--- config.mk ---
export PLATFORM = sky130hd
export DESIGN_NAME = control_unit_md_flat
export DESIGN_NICKNAME = d
export VERILOG_FILES = /design/src/rtl/control_unit_md_if.sv /design/src/rtl/control_unit_md.sv /design/src/flat_wrapper.sv
export SDC_FILE = /design/constraint.sdc
export NUM_CORES = 1
export LEC_CHECK = 0
export CORE_ASPECT_RATIO = 0.75
export CORE_MARGIN = 3
export CORE_UTILIZATION = 46
export CTS_BUF_LIST = sky130_fd_sc_hd__clkbuf_16
export CTS_CLUSTER_SIZE = 24
export DETAILED_ROUTE_END_ITERATION = 8
export GPL_ROUTABILITY_DRIVEN = 0
export HOLD_SLACK_MARGIN = 0.15
export PLACE_DENSITY = 0.82
export SETUP_SLACK_MARGIN = 0.15
export SLEW_MARGIN = 0
export SYNTH_ARGS = -nofsm -noshare
export SYNTH_HDL_FRONTEND = slang
export SYNTH_HIERARCHICAL = 1
export SYNTH_SLANG_ARGS = --single-unit
--- constraint.sdc ---
create_clock -name clk -period 2.2 [get_ports clk]
set_input_delay 0.55 -clock clk [delete_from_list [all_inputs] [get_ports clk]]
set_output_delay 0.55 -clock clk [all_outputs]
set_load 0.02 [all_outputs]
--- src/rtl/control_unit_md_if.sv ---
// Mul/div sequencing handshake between the control unit and the mul/div
// unit / hazard unit.
//   MulDiv_E  : E stage holds an RV32M op
//   md_op_E   : funct3 of that op (0-3 mul family, 4-7 div/rem)
//   md_start  : one-cycle start pulse to the mul/div unit
//   md_done   : one-cycle pulse in the final cycle of the op (result valid)
//   MDStall   : stall request for F, D and E
interface control_unit_md_if;
  logic       MulDiv_E;
  logic [2:0] md_op_E;
  logic       md_start;
  logic       md_done;
  logic       MDStall;

  modport master (output MulDiv_E, output md_op_E, output md_start,
                  output md_done, output MDStall);
  modport slave  (input MulDiv_E, input md_op_E, input md_start,
                  input md_done, input MDStall);
endinterface

--- src/rtl/control_unit_md.sv ---
// Pipelined control unit with RV32M sequencing.
// Decodes the D-stage instruction (RV32I + MUL/DIV/REM), registers the
// control word into E, and holds multi-cycle M ops in E with a counter
// sequencer that drives the mul/div unit and stalls the front of the pipe.
// Ports:
//   clk, rst              : clock, synchronous active-high reset
//   opcode/funct7/funct3  : D-stage instruction fields
//   valid_D               : D instruction valid (0 = bubble)
//   Flush_E               : bubble request for E (ignored while stalling)
//   ImmSrc_D              : combinational immediate select
//   *_E                   : registered E-stage control
//   md                    : mul/div handshake (control_unit_md_if.master)

// Main decoder: opcode -> datapath control.
// ALUSrcA: 00 rs1, 01 PC (auipc), 10 zero (lui).
// ResultSrc: 00 ALU/MD, 01 memory, 10 PC+4.
// ImmSrc: 00 I, 01 S, 10 B, 11 J; U-type immediates are formed by the
// extender from the opcode, so lui/auipc report 00.
module main_decoder #(
  parameter int RESULTSRC_WIDTH = 2,
  parameter int IMMSRC_WIDTH    = 2,
  parameter int OPCODE_WIDTH    = 7
) (
  input  logic [OPCODE_WIDTH-1:0]    op,
  output logic                       reg_write,
  output logic [IMMSRC_WIDTH-1:0]    imm_src,
  output logic [1:0]                 alu_src_a,
  output logic                       alu_src_b,
  output logic                       mem_write,
  output logic [RESULTSRC_WIDTH-1:0] result_src,
  output logic                       branch,
  output logic [1:0]                 alu_op,
  output logic                       jump,
  output logic                       pc_jal_src
);
  always_comb begin
    reg_write  = 1'b0;
    imm_src    = '0;
    alu_src_a  = 2'b00;
    alu_src_b  = 1'b0;
    mem_write  = 1'b0;
    result_src = '0;
    branch     = 1'b0;
    alu_op     = 2'b00;
    jump       = 1'b0;
    pc_jal_src = 1'b0;
    case (op)
      OPCODE_WIDTH'(7'b0000011): begin // load
        reg_write  = 1'b1;
        alu_src_b  = 1'b1;
        result_src = RESULTSRC_WIDTH'(2'b01);
      end
      OPCODE_WIDTH'(7'b0100011): begin // store
        imm_src   = IMMSRC_WIDTH'(2'b01);
        alu_src_b = 1'b1;
        mem_write = 1'b1;
      end
      OPCODE_WIDTH'(7'b0110011): begin // R-type
        reg_write = 1'b1;
        alu_op    = 2'b10;
      end
      OPCODE_WIDTH'(7'b0010011): begin // I-type ALU
        reg_write = 1'b1;
        alu_src_b = 1'b1;
        alu_op    = 2'b10;
      end
      OPCODE_WIDTH'(7'b1100011): begin // branch
        imm_src = IMMSRC_WIDTH'(2'b10);
        branch  = 1'b1;
        alu_op  = 2'b01;
      end
      OPCODE_WIDTH'(7'b1101111): begin // jal
        reg_write  = 1'b1;
        imm_src    = IMMSRC_WIDTH'(2'b11);
        result_src = RESULTSRC_WIDTH'(2'b10);
        jump       = 1'b1;
      end
      OPCODE_WIDTH'(7'b1100111): begin // jalr: target comes from the ALU
        reg_write  = 1'b1;
        alu_src_b  = 1'b1;
        result_src = RESULTSRC_WIDTH'(2'b10);
        jump       = 1'b1;
        pc_jal_src = 1'b1;
      end
      OPCODE_WIDTH'(7'b0110111): begin // lui
        reg_write = 1'b1;
        alu_src_a = 2'b10;
        alu_src_b = 1'b1;
      end
      OPCODE_WIDTH'(7'b0010111): begin // auipc
        reg_write = 1'b1;
        alu_src_a = 2'b01;
        alu_src_b = 1'b1;
      end
      default: ;
    endcase
  end
endmodule

// ALU decoder. Codes: 0 ADD, 1 SUB, 2 AND, 3 OR, 4 XOR, 5 SLT, 6 SLTU,
// 7 SLL, 8 SRL, 9 SRA.
module alu_decoder #(
  parameter int ALUCONTROL_WIDTH = 4
) (
  input  logic                        opb5,
  input  logic [2:0]                  funct3,
  input  logic                        funct7b5,
  input  logic [1:0]                  alu_op,
  output logic [ALUCONTROL_WIDTH-1:0] alu_control
);
  always_comb begin
    alu_control = '0;
    case (alu_op)
      2'b00: alu_control = ALUCONTROL_WIDTH'(0);
      2'b01: alu_control = ALUCONTROL_WIDTH'(1);
      default: begin
        case (funct3)
          // funct7b5 only means SUB for R-type; I-type uses that bit as imm
          3'b000:  alu_control = ALUCONTROL_WIDTH'((opb5 && funct7b5) ? 1 : 0);
          3'b001:  alu_control = ALUCONTROL_WIDTH'(7);
          3'b010:  alu_control = ALUCONTROL_WIDTH'(5);
          3'b011:  alu_control = ALUCONTROL_WIDTH'(6);
          3'b100:  alu_control = ALUCONTROL_WIDTH'(4);
          3'b101:  alu_control = ALUCONTROL_WIDTH'(funct7b5 ? 9 : 8);
          3'b110:  alu_control = ALUCONTROL_WIDTH'(3);
          default: alu_control = ALUCONTROL_WIDTH'(2);
        endcase
      end
    endcase
  end
endmodule

module control_unit_md #(
  parameter int RESULTSRC_WIDTH  = 2,
  parameter int ALUCONTROL_WIDTH = 4,
  parameter int IMMSRC_WIDTH     = 2,
  parameter int OPCODE_WIDTH     = 7,
  parameter int FUNCT7_WIDTH     = 7,
  parameter int FUNCT3_WIDTH     = 3,
  parameter int MUL_CYCLES       = 2,
  parameter int DIV_CYCLES       = 32
) (
  input  logic                        clk,
  input  logic                        rst,
  input  logic [OPCODE_WIDTH-1:0]     opcode,
  input  logic [FUNCT7_WIDTH-1:0]     funct7,
  input  logic [FUNCT3_WIDTH-1:0]     funct3,
  input  logic                        valid_D,
  input  logic                        Flush_E,
  output logic [IMMSRC_WIDTH-1:0]     ImmSrc_D,
  output logic                        RegWrite_E,
  output logic                        MemWrite_E,
  output logic                        Jump_E,
  output logic                        Branch_E,
  output logic                        ALUSrcB_E,
  output logic                        PCJalSrc_E,
  output logic [RESULTSRC_WIDTH-1:0]  ResultSrc_E,
  output logic [ALUCONTROL_WIDTH-1:0] ALUControl_E,
  output logic [1:0]                  ALUSrcA_E,
  output logic [1:0]                  write_type_E,
  control_unit_md_if.master           md
);
  localparam int MAX_LAT = (MUL_CYCLES > DIV_CYCLES) ? MUL_CYCLES : DIV_CYCLES;
  localparam int CNT_W   = $clog2(MAX_LAT) + 1;

  typedef enum logic {IDLE = 1'b0, BUSY = 1'b1} state_t;

  typedef struct packed {
    logic                        reg_write;
    logic                        mem_write;
    logic                        jump;
    logic                        branch;
    logic                        alu_src_b;
    logic                        pc_jal_src;
    logic [RESULTSRC_WIDTH-1:0]  result_src;
    logic [ALUCONTROL_WIDTH-1:0] alu_control;
    logic [1:0]                  alu_src_a;
    logic [1:0]                  write_type;
    logic                        mul_div;
    logic [2:0]                  md_op;
  } ectl_t;

  // D-stage decode
  logic                        rw_m, asb_m, mw_m, br_m, j_m, pcj_m;
  logic [1:0]                  asa_m, aluop_m;
  logic [RESULTSRC_WIDTH-1:0]  rs_m;
  logic [ALUCONTROL_WIDTH-1:0] aluctl_m;
  logic                        is_m_op;
  ectl_t                       dec;

  main_decoder #(
    .RESULTSRC_WIDTH (RESULTSRC_WIDTH),
    .IMMSRC_WIDTH    (IMMSRC_WIDTH),
    .OPCODE_WIDTH    (OPCODE_WIDTH)
  ) u_main_dec (
    .op         (opcode),
    .reg_write  (rw_m),
    .imm_src    (ImmSrc_D),
    .alu_src_a  (asa_m),
    .alu_src_b  (asb_m),
    .mem_write  (mw_m),
    .result_src (rs_m),
    .branch     (br_m),
    .alu_op     (aluop_m),
    .jump       (j_m),
    .pc_jal_src (pcj_m)
  );

  alu_decoder #(
    .ALUCONTROL_WIDTH (ALUCONTROL_WIDTH)
  ) u_alu_dec (
    .opb5        (opcode[5]),
    .funct3      (funct3[2:0]),
    .funct7b5    (funct7[5]),
    .alu_op      (aluop_m),
    .alu_control (aluctl_m)
  );

  assign is_m_op = (opcode == OPCODE_WIDTH'(7'b0110011)) &&
                   (funct7 == FUNCT7_WIDTH'(7'b0000001));

  always_comb begin
    dec             = '0;
    dec.reg_write   = rw_m;
    dec.mem_write   = mw_m;
    dec.jump        = j_m;
    dec.branch      = br_m;
    dec.alu_src_b   = asb_m;
    dec.pc_jal_src  = pcj_m;
    dec.result_src  = rs_m;
    dec.alu_control = aluctl_m;
    dec.alu_src_a   = asa_m;
    dec.write_type  = mw_m ? funct3[1:0] : 2'b00;
    if (is_m_op) begin
      // Result returns on the ALU/MD path; ALU is idle for M ops.
      dec.reg_write   = 1'b1;
      dec.result_src  = '0;
      dec.alu_control = '0;
      dec.mul_div     = 1'b1;
      dec.md_op       = funct3[2:0];
    end
  end

  // D -> E boundary and mul/div sequencer
  ectl_t            e_q, e_d;
  state_t           state_q, state_d;
  logic [CNT_W-1:0] cnt_q, cnt_d;
  logic [CNT_W-1:0] lat_m1;
  logic             md_start_w, md_done_w, md_stall_w;

  assign lat_m1     = e_q.md_op[2] ? CNT_W'(DIV_CYCLES - 1) : CNT_W'(MUL_CYCLES - 1);
  assign md_start_w = (state_q == IDLE) && e_q.mul_div;
  assign md_done_w  = (state_q == BUSY) && (cnt_q == '0);
  assign md_stall_w = e_q.mul_div && !md_done_w;

  always_comb begin
    // Hold beats flush: an op in flight must keep its control word.
    e_d = e_q;
    if (!md_stall_w) begin
      if (Flush_E || !valid_D) e_d = '0;
      else                     e_d = dec;
    end
  end

  always_comb begin
    state_d = state_q;
    cnt_d   = cnt_q;
    case (state_q)
      IDLE: begin
        if (e_q.mul_div) begin
          state_d = BUSY;
          cnt_d   = lat_m1;
        end
      end
      default: begin
        if (cnt_q != '0) cnt_d = cnt_q - CNT_W'(1);
        else             state_d = IDLE;
      end
    endcase
  end

  always_ff @(posedge clk) begin
    if (rst) begin
      e_q     <= '0;
      state_q <= IDLE;
      cnt_q   <= '0;
    end else begin
      e_q     <= e_d;
      state_q <= state_d;
      cnt_q   <= cnt_d;
    end
  end

  assign RegWrite_E   = e_q.reg_write;
  assign MemWrite_E   = e_q.mem_write;
  assign Jump_E       = e_q.jump;
  assign Branch_E     = e_q.branch;
  assign ALUSrcB_E    = e_q.alu_src_b;
  assign PCJalSrc_E   = e_q.pc_jal_src;
  assign ResultSrc_E  = e_q.result_src;
  assign ALUControl_E = e_q.alu_control;
  assign ALUSrcA_E    = e_q.alu_src_a;
  assign write_type_E = e_q.write_type;

  assign md.MulDiv_E = e_q.mul_div;
  assign md.md_op_E  = e_q.md_op;
  assign md.md_start = md_start_w;
  assign md.md_done  = md_done_w;
  assign md.MDStall  = md_stall_w;
endmodule

--- src/flat_wrapper.sv ---
// flat-port wrapper written by rule: the top's interface ports become plain ports
module control_unit_md_flat 
#(
  parameter int RESULTSRC_WIDTH  = 2,
  parameter int ALUCONTROL_WIDTH = 4,
  parameter int IMMSRC_WIDTH     = 2,
  parameter int OPCODE_WIDTH     = 7,
  parameter int FUNCT7_WIDTH     = 7,
  parameter int FUNCT3_WIDTH     = 3,
  parameter int MUL_CYCLES       = 2,
  parameter int DIV_CYCLES       = 32
)
  (clk, rst, opcode, funct7, funct3, valid_D, Flush_E, ImmSrc_D, RegWrite_E, MemWrite_E, Jump_E, Branch_E, ALUSrcB_E, PCJalSrc_E, ResultSrc_E, ALUControl_E, ALUSrcA_E, write_type_E, md_MulDiv_E, md_md_op_E, md_md_start, md_md_done, md_MDStall);
  control_unit_md_if md_i ();
  input  logic clk;
  input  logic rst;
  input  logic [OPCODE_WIDTH-1:0] opcode;
  input  logic [FUNCT7_WIDTH-1:0] funct7;
  input  logic [FUNCT3_WIDTH-1:0] funct3;
  input  logic valid_D;
  input  logic Flush_E;
  output logic [IMMSRC_WIDTH-1:0] ImmSrc_D;
  output logic RegWrite_E;
  output logic MemWrite_E;
  output logic Jump_E;
  output logic Branch_E;
  output logic ALUSrcB_E;
  output logic PCJalSrc_E;
  output logic [RESULTSRC_WIDTH-1:0] ResultSrc_E;
  output logic [ALUCONTROL_WIDTH-1:0] ALUControl_E;
  output logic [1:0] ALUSrcA_E;
  output logic [1:0] write_type_E;
  output wire logic [$bits(md_i.MulDiv_E)-1:0] md_MulDiv_E;
  output wire logic [$bits(md_i.md_op_E)-1:0] md_md_op_E;
  output wire logic [$bits(md_i.md_start)-1:0] md_md_start;
  output wire logic [$bits(md_i.md_done)-1:0] md_md_done;
  output wire logic [$bits(md_i.MDStall)-1:0] md_MDStall;
  assign md_MulDiv_E = md_i.MulDiv_E;
  assign md_md_op_E = md_i.md_op_E;
  assign md_md_start = md_i.md_start;
  assign md_md_done = md_i.md_done;
  assign md_MDStall = md_i.MDStall;
  control_unit_md #(.RESULTSRC_WIDTH(RESULTSRC_WIDTH), .ALUCONTROL_WIDTH(ALUCONTROL_WIDTH), .IMMSRC_WIDTH(IMMSRC_WIDTH), .OPCODE_WIDTH(OPCODE_WIDTH), .FUNCT7_WIDTH(FUNCT7_WIDTH), .FUNCT3_WIDTH(FUNCT3_WIDTH), .MUL_CYCLES(MUL_CYCLES), .DIV_CYCLES(DIV_CYCLES)) u_core (.clk(clk), .rst(rst), .opcode(opcode), .funct7(funct7), .funct3(funct3), .valid_D(valid_D), .Flush_E(Flush_E), .ImmSrc_D(ImmSrc_D), .RegWrite_E(RegWrite_E), .MemWrite_E(MemWrite_E), .Jump_E(Jump_E), .Branch_E(Branch_E), .ALUSrcB_E(ALUSrcB_E), .PCJalSrc_E(PCJalSrc_E), .ResultSrc_E(ResultSrc_E), .ALUControl_E(ALUControl_E), .ALUSrcA_E(ALUSrcA_E), .write_type_E(write_type_E), .md(md_i));
endmodule
==> results by group <==
Timing
  – RSZ-0062 raised after global routing: true
  – Period utilization: 0.934
  – Final hold viol count: 0
  – Final setup vio count: 0
  – Relative max-transition margin: 0.741
  – Fin Setup TNS: 0 ps
  – Actual slew at the worst max-slew pin: approximately 390 ps
  – Fmax achieved: approximately 490 MHz
  – Final hold slack: roughly 460 ps
  – Final Skew: roughly 6.7 ps
  – Tmin final: a little over 2000 ps
  – Final Slew Violations: 0

Floorplan
  – Placeable Area: 3000 µm²
  – Die Span Y: between 50 and 60 µm
  – Initial core utilization: 0.494
  – Die W: between 70 and 80 µm
  – FP Rows: 17
  – Ports: 46
  – Die area: 3940 µm²

Synthesis
  – EDFF count, synth: 0
  – Synth warn: 6
  – #FFs+latches synth: 27
  – Post-synth net total: 204
  – Syn avg cell area: approximately 8.2 µm²
  – Register area share after synthesis: 0.365
  – Synthesized area: between 1000 and 1500 µm²
  – Post-Synthesis Cells: ~180
  – Cell variety after synth: 47
  – Async set-reset flop share out of synthesis: 0
  – Primary FF master, synth: dfxtp_1

Critical path
  – Reg2reg end: u_core/ALUControl_E[2]$_SDFFE_PP0N_
  – Critical path type: reg2out
  – Worst R2R Setup Slack: 330 ps
  – Setup crit start kind: register
  – Crit-path cells: inv_1 -> ha_1 -> nor2b_2 -> and3_1 -> clkdlybuf4s15_2
  – Crit Path Max Fanout: 3
  – CP required: 1650 ps
  – Slowest library cell on the worst path: dfxtp_2
  – CP Capture Type: output port
  – Register-to-Register Path Depth: 8
  – CP arrival: about 1500 ps
  – R2r startpoint: u_core/cnt_q[0]$_SDFFE_PP0P_
  – Delay of the slowest critical-path stage: around 330 ps

Clock tree
  – Sinks on the clock net: 27
  – H-tree levels: 1
  – Clock transition at path regs: ~60 ps
  – Worst skew pair latency: roughly 260 ps
  – Total CTS buffers: 3
  – Hold-fix buffers, CTS: 0
  – TritonCTS clock tree: built
  – CTS max path bufs: 2
  – Clk root buf: clkbuf_16

Worst hold path
  – Hold Crit Start: u_core/Branch_E$_SDFFE_PP0N_
  – Hold EP: u_core/Branch_E$_SDFFE_PP0N_
  – Worst hold stages: 2
  – Hold WC Path Type: reg2reg

Final layout
  – Share of layout cells above drive strength 1: 0.217
  – Area Growth Syn to Fin: 49.6%
  – Nets@finish: about 270
  – Diodes inserted: 0

Drt
  – Via/cell ratio: between 5 and 6
  – Drt drc: 0
  – Post-DR wirelength/cell: 15.7 µm
  – Iteration-0 DRC Markers: roughly 100
  – Final ANT Viol Nets: 0
  – Vias: 1631
  – DRT Wirelength: 4420 µm
  – First drt pass iteration count: 4

Power
  – IR drop worst, VDD: 0.370 mV
  – Leak: 0.000846 µW
  – Pwr per Cell Area: around 460 nW/µm²

Placement
  – IO Port Bufs: 45
  – Dpl hpwl: roughly 3100 µm

Global route
  – Vias in the first global route: approximately 1500
  – Global-route wire length before repair: 7040 µm
  – Largest net degree at the start of global routing: 22
  – Global route overflow: 0
  – Initial antenna violation count: 0
  – GRT Total Usage: 0.227

Run status
  – Run status: finished, final reports clean

Job
  – Max Cap Viol: 0
metal layers:
metal  GRT usage  vias up  wire length, µm
met3      0.0596       10              281
li1            -      786                -
met1       0.283      773             1920
met2       0.396       62             2120
met5           0        -                0
met4      0.0625        0               96
worst max-delay path, delay by kind of cell (launching register included):
family | cells | cell delay, ps
AND/OR/NAND/NOR | 2 | 420
flip-flops | 1 | 330
adder cells (fa/ha/maj) | 1 | 170
buffers and inverters | 2 | 350
layout make-up:
| class | count | area (µm²) |
|---|---|---|
| inverter | 9 | 33.8 |
| clock buffer | 3 | 75.1 |
| tap | 38 | 47.5 |
| timing repair buffer | 69 | 633 |
| sequential | 27 | 544 |
| clock inverter | 1 | 5.00 |
| multi-input combinational | 135 | 877 |
| fill | 218 | 783 |
cells by family (layout without fill, tap and decap cells):
kind of cell | Yosys count | in the layout | synth area share
buf+inv | 19 | 82 | 0.0633
mux | 1 | 1 | 0.00676
compound gates | 45 | 45 | 0.202
flops | 27 | 27 | 0.365
fa+ha+maj | 2 | 2 | 0.0169
simple gates | 86 | 86 | 0.340
xor+xnor | 1 | 1 | 0.00591
what timing repair did:
item	CTS	global route
resized for setup	38	3
setup buffers	2	0
pin swaps	8	2
endpoints found under the setup margin	17	4
state kept, by name (all words and copies together) (netlist names), 2 cells and up:
signal,count
u_core/ResultSrc_E,2
u_core/cnt_q,6
u_core/ALUSrcA_E,2
u_core/md.md_op_E,3
u_core/write_type_E,2
u_core/ALUControl_E,4
per-stage QoR:
stage | area (µm²) | std cells | utilization | power (µW) | setup slack, ps
CTS | 2210 | 282 | 0.736 | 1020 | 160
floorplan | 1490 | 181 | - | 545 | 228
finish | 2220 | 282 | 0.739 | 1020 | 145
global placement | 2090 | 276 | 0.696 | 610 | -555
detailed placement | 2090 | 276 | 0.696 | 614 | -579
global route | 2220 | 282 | 0.739 | 1050 | 101
placed cells by master, fill, tap and decap left out, types with 2 or more instances in the layout:
cell / instances
nand4_1: 5
nor2b_1: 2
clkdlybuf4s50_1: 33
nand2_1: 19
buf_6: 5
nand3_1: 15
inv_1: 8
dfxtp_1: 24
dfxtp_2: 3
or3_1: 2
nor2_2: 2
ha_1: 2
a21oi_1: 18
o22ai_1: 2
a211oi_1: 6
nor2_1: 14
buf_4: 22
o211ai_1: 2
and3_1: 2
dlygate4sd2_1: 8
nor3_1: 8
clkbuf_16: 3
o21ai_0: 2
a22o_1: 7
synthesized netlist by cell type (2+ instances only):
cell / count / area, µm²
nand3_1: 15 / 75.1
o21ai_0: 2 / 10.0
a22o_1: 7 / 61.3
buf_2: 3 / 15.0
nand4_1: 5 / 31.3
nor3_1: 8 / 40.0
a211oi_1: 6 / 45.0
dfxtp_1: 27 / 541
or3_1: 2 / 12.5
and3_1: 2 / 12.5
o22ai_1: 2 / 12.5
nand2_1: 19 / 71.3
buf_6: 2 / 22.5
clkbuf_1: 4 / 15.0
nor2b_1: 4 / 25.0
o211ai_1: 2 / 15.0
a21oi_1: 19 / 95.1
nor2_1: 15 / 56.3
ha_1: 2 / 25.0
inv_1: 8 / 30.0
power breakdown:
part           internal (µW)  switching [µW]  leakage (µW)
clock                    245             159     0.0000409
sequential               489           0.274      0.000219
combinational           64.9            58.1      0.000587
total                    799             217      0.000846
worst max-delay path by stage:
stage / to / slack (ps) / startpoint
2_1_floorplan: md_MDStall / 230 / u_core/cnt_q[0]$_SDFFE_PP0P_
3_3_place_gp: ImmSrc_D[0] / -560 / opcode[6]
3_5_place_dp: ImmSrc_D[0] / -580 / opcode[6]
4_1_cts: md_md_done / 160 / u_core/cnt_q[0]$_SDFFE_PP0P_
5_1_grt: md_md_done / 100 / u_core/cnt_q[0]$_SDFFE_PP0P_
6_report: md_md_done / 140 / u_core/cnt_q[0]$_SDFFE_PP0P_
No activity file was read; power rests on OpenSTA's default activity.
